`src/rtl/cml_rx_video_axis.sv`:
```
// cml_rx_video_axis: CameraLink Base-mode FVAL/LVAL/DVAL pixel stream to AXI4-Stream video.
// Line/frame geometry is checked against COL/ROW; a first-word-fall-through FIFO absorbs backpressure.
module cml_rx_video_axis #(
    parameter int unsigned COL        = 1280,
    parameter int unsigned ROW        = 1024,
    parameter int unsigned FIFO_DEPTH = 16,
    parameter bit          USE_DVAL   = 1'b0
) (
    input  logic        clk,
    input  logic        rst,
    input  logic        fval,
    input  logic        lval,
    input  logic        dval,
    input  logic [7:0]  port_a,
    input  logic [7:0]  port_b,
    input  logic [7:0]  port_c,
    output logic [23:0] m_axis_tdata,
    output logic        m_axis_tvalid,
    input  logic        m_axis_tready,
    output logic        m_axis_tuser,
    output logic        m_axis_tlast,
    output logic [15:0] frame_cnt,
    output logic        err_line_len,
    output logic        err_line_cnt,
    output logic        err_overflow,
    input  logic        clr_err
);

    localparam int unsigned DW = 24;
    localparam int unsigned EW = DW + 2;
    localparam int unsigned PW = $clog2(COL + 1);
    localparam int unsigned AW = $clog2(FIFO_DEPTH);
    localparam int unsigned CW = AW + 1;
    localparam int unsigned LW = 16;

    localparam logic [PW-1:0] COL_P    = PW'(COL);
    localparam logic [PW-1:0] COL_M1   = PW'(COL - 1);
    localparam logic [LW-1:0] ROW_P    = LW'(ROW);
    localparam logic [LW-1:0] LINE_MAX = '1;
    localparam logic [CW-1:0] DEPTH_P  = CW'(FIFO_DEPTH);

    typedef enum logic [1:0] {
        SYNC  = 2'd0,
        IDLE  = 2'd1,
        FRAME = 2'd2
    } state_t;

    state_t state_q, state_d;

    logic          fval_r_q, fval_r_d;
    logic          lval_r_q, lval_r_d;
    logic          dval_r_q, dval_r_d;
    logic [DW-1:0] data_r_q, data_r_d;
    logic          fval_dly_q, fval_dly_d;
    logic          lval_dly_q, lval_dly_d;
    logic          s0_vld_q, s0_vld_d;

    logic [PW-1:0] pix_cnt_q, pix_cnt_d;
    logic [LW-1:0] line_cnt_q, line_cnt_d;
    logic [LW-1:0] frame_cnt_q, frame_cnt_d;
    logic          sof_pend_q, sof_pend_d;
    logic          err_len_q, err_len_d;
    logic          err_cnt_q, err_cnt_d;
    logic          err_ovf_q, err_ovf_d;

    logic [EW-1:0] mem_q [FIFO_DEPTH];
    logic [EW-1:0] mem_d [FIFO_DEPTH];
    logic [AW-1:0] wr_ptr_q, wr_ptr_d;
    logic [AW-1:0] rd_ptr_q, rd_ptr_d;
    logic [CW-1:0] cnt_q, cnt_d;
    logic          tvalid_q, tvalid_d;

    logic          fval_rise;
    logic          fval_fall;
    logic          lval_fall;
    logic          pix_ok;
    logic          in_frame;
    logic          wr_req;
    logic          fifo_full;
    logic          fifo_wr;
    logic          fifo_rd;
    logic [EW-1:0] wr_word;
    logic [LW-1:0] line_eff;

    // Stage 0: register the camera inputs once, plus delayed copies for edge detection
    always_comb begin
        fval_r_d   = fval;
        lval_r_d   = lval;
        dval_r_d   = dval;
        data_r_d   = {port_c, port_b, port_a};
        fval_dly_d = fval_r_q;
        lval_dly_d = lval_r_q;
        s0_vld_d   = 1'b1;
    end

    always_comb begin
        fval_rise = fval_r_q & ~fval_dly_q;
        fval_fall = ~fval_r_q & fval_dly_q;
        lval_fall = ~lval_r_q & lval_dly_q;
        pix_ok    = fval_r_q & lval_r_q & (dval_r_q | ~USE_DVAL);
        in_frame  = (state_q == FRAME);
        wr_req    = in_frame & pix_ok & (pix_cnt_q < COL_P);
        fifo_full = (cnt_q == DEPTH_P);
        fifo_wr   = wr_req & ~fifo_full;
        fifo_rd   = tvalid_q & m_axis_tready;
        wr_word   = {sof_pend_q, (pix_cnt_q == COL_M1), data_r_q};
    end

    // s0_vld_q keeps SYNC from trusting the reset value of fval_r before a real sample lands
    always_comb begin
        state_d = state_q;
        unique case (state_q)
            SYNC:    if (s0_vld_q && !fval_r_q) state_d = IDLE;
            IDLE:    if (fval_rise) state_d = FRAME;
            FRAME:   if (fval_fall) state_d = IDLE;
            default: state_d = SYNC;
        endcase
    end

    // Geometry counters, start-of-frame tracking and sticky error flags
    always_comb begin
        pix_cnt_d   = pix_cnt_q;
        line_cnt_d  = line_cnt_q;
        frame_cnt_d = frame_cnt_q;
        sof_pend_d  = sof_pend_q;
        err_len_d   = err_len_q & ~clr_err;
        err_cnt_d   = err_cnt_q & ~clr_err;
        err_ovf_d   = (err_ovf_q & ~clr_err) | (wr_req & fifo_full);

        line_eff = line_cnt_q;
        if (in_frame && lval_fall && line_cnt_q != LINE_MAX) begin
            line_eff = line_cnt_q + LW'(1);
        end

        if (!in_frame) begin
            pix_cnt_d = '0;
        end else if (lval_fall) begin
            pix_cnt_d = '0;
            if (pix_cnt_q != COL_P) err_len_d = 1'b1;
        end else if (pix_ok) begin
            if (pix_cnt_q != COL_P) begin
                pix_cnt_d = pix_cnt_q + PW'(1);
            end else begin
                err_len_d = 1'b1;
            end
        end

        if (in_frame) begin
            line_cnt_d = line_eff;
        end
        if (in_frame && fval_fall) begin
            line_cnt_d  = '0;
            frame_cnt_d = frame_cnt_q + LW'(1);
            if (line_eff != ROW_P) err_cnt_d = 1'b1;
        end

        if (state_q == IDLE && fval_rise) begin
            sof_pend_d = 1'b1;
        end else if (fifo_wr) begin
            sof_pend_d = 1'b0;
        end
    end

    // FIFO bookkeeping; a write while full is dropped even when a read frees a slot
    always_comb begin
        mem_d    = mem_q;
        wr_ptr_d = wr_ptr_q;
        rd_ptr_d = rd_ptr_q;
        if (fifo_wr) begin
            mem_d[wr_ptr_q] = wr_word;
            wr_ptr_d        = wr_ptr_q + AW'(1);
        end
        if (fifo_rd) begin
            rd_ptr_d = rd_ptr_q + AW'(1);
        end
        cnt_d    = cnt_q + CW'(fifo_wr) - CW'(fifo_rd);
        tvalid_d = (cnt_d != '0);
    end

    always_ff @(posedge clk or posedge rst) begin
        if (rst) begin
            state_q <= SYNC;
        end else begin
            state_q <= state_d;
        end
    end

    always_ff @(posedge clk or posedge rst) begin
        if (rst) begin
            fval_r_q    <= 1'b0;
            lval_r_q    <= 1'b0;
            dval_r_q    <= 1'b0;
            data_r_q    <= '0;
            fval_dly_q  <= 1'b0;
            lval_dly_q  <= 1'b0;
            s0_vld_q    <= 1'b0;
            pix_cnt_q   <= '0;
            line_cnt_q  <= '0;
            frame_cnt_q <= '0;
            sof_pend_q  <= 1'b0;
            err_len_q   <= 1'b0;
            err_cnt_q   <= 1'b0;
            err_ovf_q   <= 1'b0;
            wr_ptr_q    <= '0;
            rd_ptr_q    <= '0;
            cnt_q       <= '0;
            tvalid_q    <= 1'b0;
            for (int unsigned i = 0; i < FIFO_DEPTH; i++) begin
                mem_q[i] <= '0;
            end
        end else begin
            fval_r_q    <= fval_r_d;
            lval_r_q    <= lval_r_d;
            dval_r_q    <= dval_r_d;
            data_r_q    <= data_r_d;
            fval_dly_q  <= fval_dly_d;
            lval_dly_q  <= lval_dly_d;
            s0_vld_q    <= s0_vld_d;
            pix_cnt_q   <= pix_cnt_d;
            line_cnt_q  <= line_cnt_d;
            frame_cnt_q <= frame_cnt_d;
            sof_pend_q  <= sof_pend_d;
            err_len_q   <= err_len_d;
            err_cnt_q   <= err_cnt_d;
            err_ovf_q   <= err_ovf_d;
            wr_ptr_q    <= wr_ptr_d;
            rd_ptr_q    <= rd_ptr_d;
            cnt_q       <= cnt_d;
            tvalid_q    <= tvalid_d;
            mem_q       <= mem_d;
        end
    end

    // Head entry drives the AXIS outputs directly and holds while tready is low
    assign {m_axis_tuser, m_axis_tlast, m_axis_tdata} = mem_q[rd_ptr_q];
    assign m_axis_tvalid = tvalid_q;
    assign frame_cnt     = frame_cnt_q;
    assign err_line_len  = err_len_q;
    assign err_line_cnt  = err_cnt_q;
    assign err_overflow  = err_ovf_q;

endmodule

```
`config.mk`:
```
export PLATFORM = sky130hd
export DESIGN_NAME = cml_rx_video_axis
export DESIGN_NICKNAME = d
export VERILOG_FILES = /design/src/rtl/cml_rx_video_axis.sv
export SDC_FILE = /design/constraint.sdc
export NUM_CORES = 1
export LEC_CHECK = 0
export ABC_AREA = 1
export CAP_MARGIN = 15
export CORE_UTILIZATION = 45
export CTS_CLUSTER_DIAMETER = 120
export DETAILED_ROUTE_END_ITERATION = 8
export PLACE_DENSITY = 0.74
export SYNTH_ARGS = -nofsm -noshare
export SYNTH_HDL_FRONTEND = slang
export SYNTH_SLANG_ARGS = --single-unit
```
`constraint.sdc`:
```
create_clock -name clk -period 14.9 [get_ports clk]
set_input_delay 1.49 -clock clk [delete_from_list [all_inputs] [get_ports clk]]
set_output_delay 1.49 -clock clk [all_outputs]
set_load 0.005 [all_outputs]
```
==> impl_metrics.env, run 1 <==
export IMPL_dr_pass1_iters=5
export IMPL_hp_class="flop to flop"
export IMPL_cts_clk_slew_worst_paths_ps=60
export IMPL_cts_resized=0
export IMPL_diodes=0
export IMPL_grt_use_total=0.227
export IMPL_layout_cells_non_filler=3323
export IMPL_synth_top_area_cell="dfrtp_1"
export IMPL_wl_per_cell_um=17.6
export IMPL_ys_types=44
export IMPL_root_buffer="clkbuf_16"
export IMPL_relSlewSlack=0.201
export IMPL_cts_htree_levels=2
export IMPL_avgViaCountPerCell=5.63
export IMPL_critPathArrivalTime_ps=4310
export IMPL_intPower_mw=2.94
export IMPL_critPathRequiredTime_ps=13410
export IMPL_path_max_fanout=85
export IMPL_area_growth_pct=11.7
export IMPL_drv_slew=0
export IMPL_setup_tns_final_ps=0
export IMPL_synth_compound_area_frac=0.199
export IMPL_worstSkewPairLatency_ps=610
export IMPL_criticalPathCategory="flop to output pin"
export IMPL_dpl_hpwl_mm=31.8
export IMPL_period_share=0.389
export IMPL_fin_worst_skew_ps=33.8
export IMPL_clock_sinks=508
export IMPL_min_period_ps=5800
export IMPL_antenna_found_initial=1
export IMPL_swShare=0.356
export IMPL_die_y_um=228
export IMPL_cts_tree="built"
export IMPL_power_density_nw_per_um2=178
export IMPL_grt_pass1_wl_mm=96.0
export IMPL_core_area_um2=50300
export IMPL_gr_total_overflow=0
export IMPL_finalHoldViolations=0
export IMPL_vias=18700
export IMPL_synthXorXnorAreaFrac=0.0126
export IMPL_pwr_share_comb=0.316
export IMPL_cts_max_path_buffers=3
export IMPL_synth_top_area_share=0.553
export IMPL_postCtsSetupRepairBufs=0
export IMPL_synth_most_common_cell="nand2_1"
export IMPL_die_w_um=228
export IMPL_ant_nets=0
export IMPL_hold_depth=0
export IMPL_synth_enable_flop_cells=0
export IMPL_cts_made_buffers=52
export IMPL_drt_total_wl_mm=58.4
export IMPL_status="finished clean"
export IMPL_avgSynthCellArea_um2=8.65
export IMPL_ys_ff_latch=508
export IMPL_p_leak_nw=11.4
export IMPL_maxCapViolCount=0
export IMPL_rsz0062_at_grt="no"
export IMPL_fmax_mhz=172
export IMPL_p_clk_frac=0.303
export IMPL_worst_r2r_path_depth=11
export IMPL_drc=0
export IMPL_rows=82
export IMPL_synth_top_family_by_area="compound AO/OA/AOI/OAI gates"
export IMPL_nets=2657
export IMPL_drt_iter0_drc=1856
export IMPL_synthArstFlopShare=1.00
export IMPL_synth_flop_cell="dfrtp_1"
export IMPL_setup_viol=0
export IMPL_synth_fp_nets=2702
export IMPL_first_global_vias=18200
export IMPL_dp_cells=3228
export IMPL_gp_congestion=0.863
export IMPL_seqPwrFrac=0.381
export IMPL_numPortBuffers=75
export IMPL_crit_path_end_kind="output pin"
export IMPL_start_util=0.457
export IMPL_muxShareOfSynthArea=0
export IMPL_cts_hold_buf=0
export IMPL_yosysWarnings=0
export IMPL_die_area_um2=52000
export IMPL_whs_ps=437
export IMPL_ios=77
export IMPL_grt_max_degree=181
export IMPL_power_net_switching_mw=1.62
export IMPL_start_kind="flop"
export IMPL_synthSimpleGateAreaFrac=0.155
export IMPL_synth_adder_area_share=0.00904
export IMPL_ys_seq_area_frac=0.553
export IMPL_tightest_slew_ps=1200
export IMPL_synth_common_cells="570 x nand2_1, 521 x o21ai_0, 508 x dfrtp_1"
export IMPL_ir_drop_mv=0.103
export IMPL_synth_area_top_cells="dfrtp_1 55%, o21ai_0 11%, nand2_1 9.3%, nor2_1 3.0%, o21ai_1 2.8%"
export IMPL_netlist_area_um2=23000
export IMPL_synth_cells=2655
export IMPL_drive_gt1_frac=0.0653
-- area by class of cell --
type,instances,area [um2]
Inverter,187,719
Tap cell,672,841
Clock buffer,75,1520
Fill cell,4509,24600
Multi-Input combinational cell,1767,8640
Timing Repair Buffer,94,906
Clock inverter,20,309
Sequential cell,508,12700
-- state kept, by name, indices dropped and copies added (netlist names), 2 cells and up --
signal	flops
cnt_q	5
data_r_q	24
frame_cnt	16
line_cnt_q	16
mem_q	416
pix_cnt_q	11
rd_ptr_q	4
state_q	2
wr_ptr_q	4
-- per-layer routing --
| metal | up-vias | global-route usage | wire length (um) |
|---|---|---|---|
| met4 | 2 | 0.0841 | 1970 |
| met2 | 680 | 0.375 | 27500 |
| met1 | 9164 | 0.303 | 25200 |
| met5 | - | 0 | 9 |
| li1 | 8708 | - | - |
| met3 | 139 | 0.0361 | 3730 |
-- cells in the final DEF (no fill, tap or decap), drive strengths merged, types with 40 or more instances in the layout --
| cell type | Yosys | layout |
|---|---|---|
| o21ai | 651 | 651 |
| dfrtp | 508 | 508 |
| clkbuf | 103 | 75 |
| clkdlybuf4s50 | 0 | 75 |
| nand3 | 52 | 52 |
| a21oi | 77 | 77 |
| nand2 | 578 | 578 |
| o22ai | 54 | 54 |
| o211ai | 40 | 40 |
| inv | 186 | 186 |
| nor2 | 210 | 210 |
-- logic make-up (layout without fill, tap and decap cells) --
kind of cell	count (synthesis)	after routing
XOR/XNOR	33	33
other	1	1
AND/OR/NAND/NOR	862	862
flip-flops	508	508
buffers and inverters	380	376
AO/OA/AOI/OAI	855	855
adder cells (fa/ha/maj)	16	16
-- critical path: stages, from the launching register on --
cell and delay (ps):
dfrtp_4 760, inv_4 600, buf_4 780, o21ai_0 150, o21ai_0 200, o22ai_1 90, o21ai_0 380, clkdlybuf4s50_1 590
-- per-stage QoR --
stage          total power, mW  setup slack [ps]  instance area [um2]  utilization
2_1_floorplan             2.65              6510                23000            -
3_3_place_gp              3.13              9830                23800        0.474
3_5_place_dp              3.18              9820                23800        0.474
4_1_cts                   4.57              9170                25700        0.510
5_1_grt                   4.83              8890                25700        0.510
6_report                  4.56              9100                25700        0.510
-- worst paths after layout --
check                                                to                      from  slack (ps)
worst min-delay path               lval_dly_q$_DFF_PP0_      lval_dly_d$_DFF_PP0_         440
worst max register to register  m_axis_tvalid$_DFF_PP0_  pix_cnt_q[9]$_DFFE_PP0P_       12200
worst min register to register     lval_dly_q$_DFF_PP0_      lval_dly_d$_DFF_PP0_         440
worst max-delay path                    m_axis_tdata[6]   rd_ptr_q[0]$_DFFE_PP0P_        9100
max in group asynchronous       rd_ptr_q[1]$_DFFE_PP0P_                       rst       11030
min in group asynchronous        mem_q[309]$_DFFE_PP0P_                       rst        1440
-- power by group through the flow --
stage / Combinational [mW] / Sequential [mW] / Clock, mW
2_1_floorplan: 0.980 / 1.67 / 0
3_3_place_gp: 1.38 / 1.75 / 0
3_5_place_dp: 1.42 / 1.76 / 0
4_1_cts: 1.43 / 1.73 / 1.40
5_1_grt: 1.60 / 1.76 / 1.46
6_report: 1.44 / 1.74 / 1.38
Power figures use the tool's default switching activity.
==> inputs of run 2 (changes only) <==
--- a/config.mk
+++ b/config.mk
@@ -10,7 +10,7 @@
 export CORE_UTILIZATION = 45
 export CTS_CLUSTER_DIAMETER = 120
 export DETAILED_ROUTE_END_ITERATION = 8
-export PLACE_DENSITY = 0.74
+export PLACE_DENSITY = 0.72
 export SYNTH_ARGS = -nofsm -noshare
 export SYNTH_HDL_FRONTEND = slang
 export SYNTH_SLANG_ARGS = --single-unit
==> constraint.sdc (replaced) <==
create_clock -name clk -period 5.81 [get_ports clk]
set_input_delay 0.581 -clock clk [delete_from_list [all_inputs] [get_ports clk]]
set_output_delay 0.581 -clock clk [all_outputs]
set_load 0.005 [all_outputs]
==> impl_metrics.env, run 2 (synthesis gave the netlist of run 1 again) <==
export IMPL_status="finished clean"
export IMPL_worstHoldStart="port_b[1]"
export IMPL_hp_class="input pin to flop"
export IMPL_routed_wl_met3_mm=3.85
export IMPL_tightest_slew_ps=1140
export IMPL_die_area_um2=52000
export IMPL_diodes=0
export IMPL_dpl_hpwl_mm=31.2
export IMPL_core_area_um2=50300
export IMPL_fin_worst_skew_ps=15.8
export IMPL_antenna_found_initial=0
export IMPL_grt_pass1_wl_mm=94.8
export IMPL_holdPathEnd="data_r_q[9]$_DFF_PP0_"
export IMPL_crit_path_end_kind="output pin"
export IMPL_path_max_fanout=62
export IMPL_ios=77
export IMPL_drv_slew=0
export IMPL_drt_iter0_drc=1807
export IMPL_criticalPathCategory="flop to output pin"
export IMPL_worst_r2r_path_depth=11
export IMPL_vias=18500
export IMPL_worstReg2RegStart="pix_cnt_q[8]$_DFFE_PP0P_"
export IMPL_ant_nets=0
export IMPL_gp_congestion=0.836
export IMPL_wl_met1_mm=24.8
export IMPL_ir_drop_mv=0.252
export IMPL_cts_hold_buf=0
export IMPL_area_growth_pct=12.3
export IMPL_power_density_nw_per_um2=459
export IMPL_critPathArrivalTime_ps=3960
export IMPL_met2_length_mm=27.6
export IMPL_cts_made_buffers=54
export IMPL_clock_sinks=508
export IMPL_min_period_ps=4540
export IMPL_worstSkewPairLatency_ps=600
export IMPL_cts_htree_levels=2
export IMPL_p_leak_nw=11.4
export IMPL_start_kind="flop"
export IMPL_crit_chain="clkinv_2 > buf_4 > o21ai_0 > o21ai_0 > o221ai_1 > nand2_1 > clkdlybuf4s50_1"
export IMPL_r2r_slack_ps=3200
export IMPL_drc=0
export IMPL_final_area_um2=25800
export IMPL_cts_resized=0
export IMPL_fmax_mhz=220
export IMPL_critPathRequiredTime_ps=5230
export IMPL_cp_slowest_cell="clkinv_2"
export IMPL_cts_max_path_buffers=3
export IMPL_reg2reg_to="m_axis_tvalid$_DFF_PP0_"
export IMPL_maxCapViolCount=0
export IMPL_cp_slowest_stage_delay_ps=890
export IMPL_cts_tree="built"
export IMPL_drive_gt1_frac=0.0682
export IMPL_wl_per_cell_um=17.4
export IMPL_crit_path_frequent_cell="o21ai_0"
export IMPL_nets=2659
export IMPL_largest_register="mem_q"
export IMPL_postCtsSetupRepairBufs=0
export IMPL_setup_viol=0
export IMPL_finalHoldViolations=0
export IMPL_die_y_um=228
export IMPL_rsz0062_at_grt="no"
export IMPL_avgViaCountPerCell=5.57
export IMPL_largestRegisters="mem_q: 416 flops, data_r_q: 24 flops"
export IMPL_rows=82
export IMPL_cts_clk_slew_worst_paths_ps=60
export IMPL_p_total_mw=11.8
export IMPL_first_global_vias=18000
export IMPL_gr_total_overflow=0
export IMPL_placed_cell_area_um2=23900
export IMPL_period_share=0.782
export IMPL_numPortBuffers=75
export IMPL_final_common_cell="nand2_1"
export IMPL_root_buffer="clkbuf_16"
export IMPL_grt_max_degree=192
export IMPL_highest_layer="met4"
export IMPL_die_w_um=228
export IMPL_start_util=0.457
export IMPL_hold_depth=1
export IMPL_dr_pass1_iters=6
export IMPL_relSlewSlack=0.240
export IMPL_largest_reg_flops=416
export IMPL_drt_total_wl_mm=58.0
export IMPL_grt_use_total=0.225
export IMPL_final_cell_mix="567 x nand2_1, 521 x o21ai_0, 505 x dfrtp_1"
## run 2: cell count changes in the layout (fill, tap and decap cells not counted), moves of 2 or more
cell,change
clkbuf_1,-5
buf_4,-4
clkinv_2,+3
buf_12,+4
clkbuf_8,+3
clkbuf_16,+2
## run 2: metal layers
layer | global-route usage | vias to the layer above
met4 | 0.0833 | 0
met1 | 0.302 | 8987
li1 | - | 8724
met5 | 0 | -
met3 | 0.0334 | 118
met2 | 0.369 | 694
## run 2: area by class of cell
cell class / count / area (um2)
Fill cell: 4533 / 24500
Sequential cell: 508 / 12700
Multi-Input combinational cell: 1767 / 8640
Clock buffer: 75 / 1590
Timing Repair Buffer: 94 / 956
Tap cell: 672 / 841
Inverter: 187 / 719
Clock inverter: 23 / 328
## run 2: power breakdown
part	leakage [nW]	internal (mW)	switching [mW]	total (mW)
sequential	6.91	4.02	0.398	4.42
clock	0.956	2.26	1.43	3.69
combinational	3.57	1.39	2.33	3.72
total	11.4	7.68	4.15	11.8
## run 2: critical path, delay by kind of cell (launching register included)
| family | cells | cell delay, ps |
|---|---|---|
| DFF | 1 | 700 |
| and+or+nand+nor | 1 | 190 |
| AOI/OAI and AO/OA | 3 | 470 |
| buffers and inverters | 3 | 1960 |
## run 2: worst max-delay path by stage
| stage | startpoint | cells after the start | slack [ps] | end |
|---|---|---|---|---|
| after floorplan | rst | 1 | -1670 | cnt_q[0]$_DFF_PP0_ |
| after global placement | rd_ptr_q[1]$_DFFE_PP0P_ | 8 | 1970 | m_axis_tlast |
| after detailed placement | rd_ptr_q[1]$_DFFE_PP0P_ | 8 | 1990 | m_axis_tlast |
| after CTS | rd_ptr_q[0]$_DFFE_PP0P_ | 7 | 1310 | m_axis_tdata[4] |
| after global routing | rd_ptr_q[0]$_DFFE_PP0P_ | 7 | 1100 | m_axis_tdata[15] |
| final | rd_ptr_q[1]$_DFFE_PP0P_ | 7 | 1270 | m_axis_tdata[10] |
## run 2: stage by stage
stage / util / setup TNS [ps] / instances / hold WS (ps) / setup WS, ps
3_3_place_gp: 0.475 / 0 / 3227 / 427 / 1970
4_1_cts: 0.513 / 0 / 3325 / 399 / 1310
3_5_place_dp: 0.475 / 0 / 3227 / 430 / 1990
2_1_floorplan: - / -847030 / 2655 / 395 / -1670
5_1_grt: 0.513 / 0 / 3326 / 406 / 1100
6_report: 0.513 / 0 / 3326 / 420 / 1270
==> inputs of run 3 (changes only) <==
==> constraint.sdc (replaced) <==
create_clock -name clk -period 4.2 [get_ports clk]
set_input_delay 0.42 -clock clk [delete_from_list [all_inputs] [get_ports clk]]
set_output_delay 0.42 -clock clk [all_outputs]
set_load 0.005 [all_outputs]
==> impl_metrics.env, run 3 (synthesis gave the netlist of run 1 again) <==
export IMPL_layout_cells_non_filler=3335
export IMPL_rsz0062_at_grt="no"
export IMPL_numPortBuffers=75
export IMPL_finalCoreUtilization=0.516
export IMPL_drc=0
export IMPL_start_kind="flop"
export IMPL_dp_cells=3234
export IMPL_whs_ps=218
export IMPL_cts_hold_buf=0
export IMPL_fin_worst_skew_ps=39.6
export IMPL_tightest_slew_ps=1170
export IMPL_relSlewSlack=0.218
export IMPL_drt_total_wl_mm=58.4
export IMPL_drv_slew=0
export IMPL_die_y_um=228
export IMPL_drt_iter0_drc=1997
export IMPL_diodes=0
export IMPL_root_buffer="clkbuf_16"
export IMPL_crit_path_end_kind="output pin"
export IMPL_start_util=0.457
export IMPL_finalHoldViolations=0
export IMPL_min_period_ps=3770
export IMPL_drive_gt1_frac=0.0721
export IMPL_cts_clk_slew_worst_paths_ps=70
export IMPL_grt_pass1_wl_mm=95.6
export IMPL_dr_pass1_iters=8
export IMPL_cts_made_buffers=54
export IMPL_critPathArrivalTime_ps=3350
export IMPL_criticalPathCategory="flop to output pin"
export IMPL_nets=2665
export IMPL_die_area_um2=52000
export IMPL_rows=82
export IMPL_cts_resized=0
export IMPL_p_leak_nw=11.5
export IMPL_cts_htree_levels=2
export IMPL_grt_use_total=0.227
export IMPL_cts_tree="built"
export IMPL_largest_reg_flops=416
export IMPL_ant_nets=0
export IMPL_gp_congestion=0.841
export IMPL_largestRegisters="mem_q: 416 flops, data_r_q: 24 flops"
export IMPL_first_global_vias=18000
export IMPL_clock_sinks=508
export IMPL_grt_max_degree=162
export IMPL_ios=77
export IMPL_worstSkewPairLatency_ps=620
export IMPL_postCtsSetupRepairBufs=0
export IMPL_final_cell_mix="567 x nand2_1, 521 x o21ai_0, 505 x dfrtp_1"
export IMPL_core_area_um2=50300
export IMPL_avgViaCountPerCell=5.58
export IMPL_hp_class="input pin to asynchronous set/reset pin"
export IMPL_place_ws_ps=1110
export IMPL_period_share=0.897
export IMPL_antenna_found_initial=0
export IMPL_maxCapViolCount=0
export IMPL_largest_register="mem_q"
export IMPL_vias=18600
export IMPL_cts_max_path_buffers=3
export IMPL_area_growth_pct=12.9
export IMPL_setup_viol=0
export IMPL_fmax_mhz=265
export IMPL_dpl_hpwl_mm=32.1
export IMPL_ir_drop_mv=0.464
export IMPL_gr_total_overflow=0
export IMPL_final_common_cell="nand2_1"
export IMPL_status="finished clean"
export IMPL_setup_tns_final_ps=0
export IMPL_wl_per_cell_um=17.5
export IMPL_power_density_nw_per_um2=634
export IMPL_path_max_fanout=64
export IMPL_critPathRequiredTime_ps=3780
export IMPL_postLayoutSetupSlackWorst_ps=432
export IMPL_die_w_um=228
[run 3: cell types whose count changed in the layout (fill, tap and decap cells not counted), moves of 2 or more]
cell	previous run	this run
buf_12	5	11
clkinvlp_4	2	5
clkbuf_8	14	11
clkbuf_1	6	4
clkinv_4	0	3
[run 3: cell type report]
| type | count | area (um2) |
|---|---|---|
| clock inverter | 30 | 375 |
| clock buffer | 71 | 1570 |
| tap | 672 | 841 |
| multi-input combinational | 1767 | 8640 |
| timing repair buffer | 100 | 1080 |
| sequential | 508 | 12700 |
| fill | 4529 | 24300 |
| inverter | 187 | 718 |
[run 3: worst max-delay path: stages (launching register included)]
cell,delay (ps)
dfrtp_4,630
inv_2,400
buf_12,350
o21ai_0,180
o21ai_0,220
o221ai_1,150
nand2_1,160
clkdlybuf4s50_1,590
[run 3: worst paths after layout]
path                       cells after the start                startpoint  slack [ps]                     end
max                                            7   rd_ptr_q[1]$_DFFE_PP0P_         430        m_axis_tdata[15]
min                                            2                       rst         220  data_r_q[21]$_DFF_PP0_
max reg2reg                                   10  pix_cnt_q[8]$_DFFE_PP0P_        1530  mem_q[233]$_DFFE_PP0P_
min reg2reg                                    0      lval_dly_d$_DFF_PP0_         450    lval_dly_q$_DFF_PP0_
max in group asynchronous                      4                       rst        2800  data_r_q[14]$_DFF_PP0_
min in group clk                               1                      lval         240    lval_dly_d$_DFF_PP0_
[run 3: where the power goes]
group	total [mW]	switching [mW]	internal (mW)
registers	6.03	0.465	5.57
clock network	5.08	2.01	3.07
logic	5.33	3.33	1.99
total	16.4	5.81	10.6
[run 3: metal layers]
metal	track usage	share of wire	vias up
met5	0	0	-
met4	0.0795	0.029	0
met3	0.0299	0.066	118
met2	0.374	0.47	691
met1	0.309	0.43	9060
li1	-	-	8734
[run 3: per-stage QoR]
stage / cell area (um2) / power, mW
detailed placement: 24000 / 11.4
global placement: 24000 / 11.2
global route: 25900 / 17.4
floorplan: 23000 / 9.41
finish: 25900 / 16.4
CTS: 25900 / 16.5
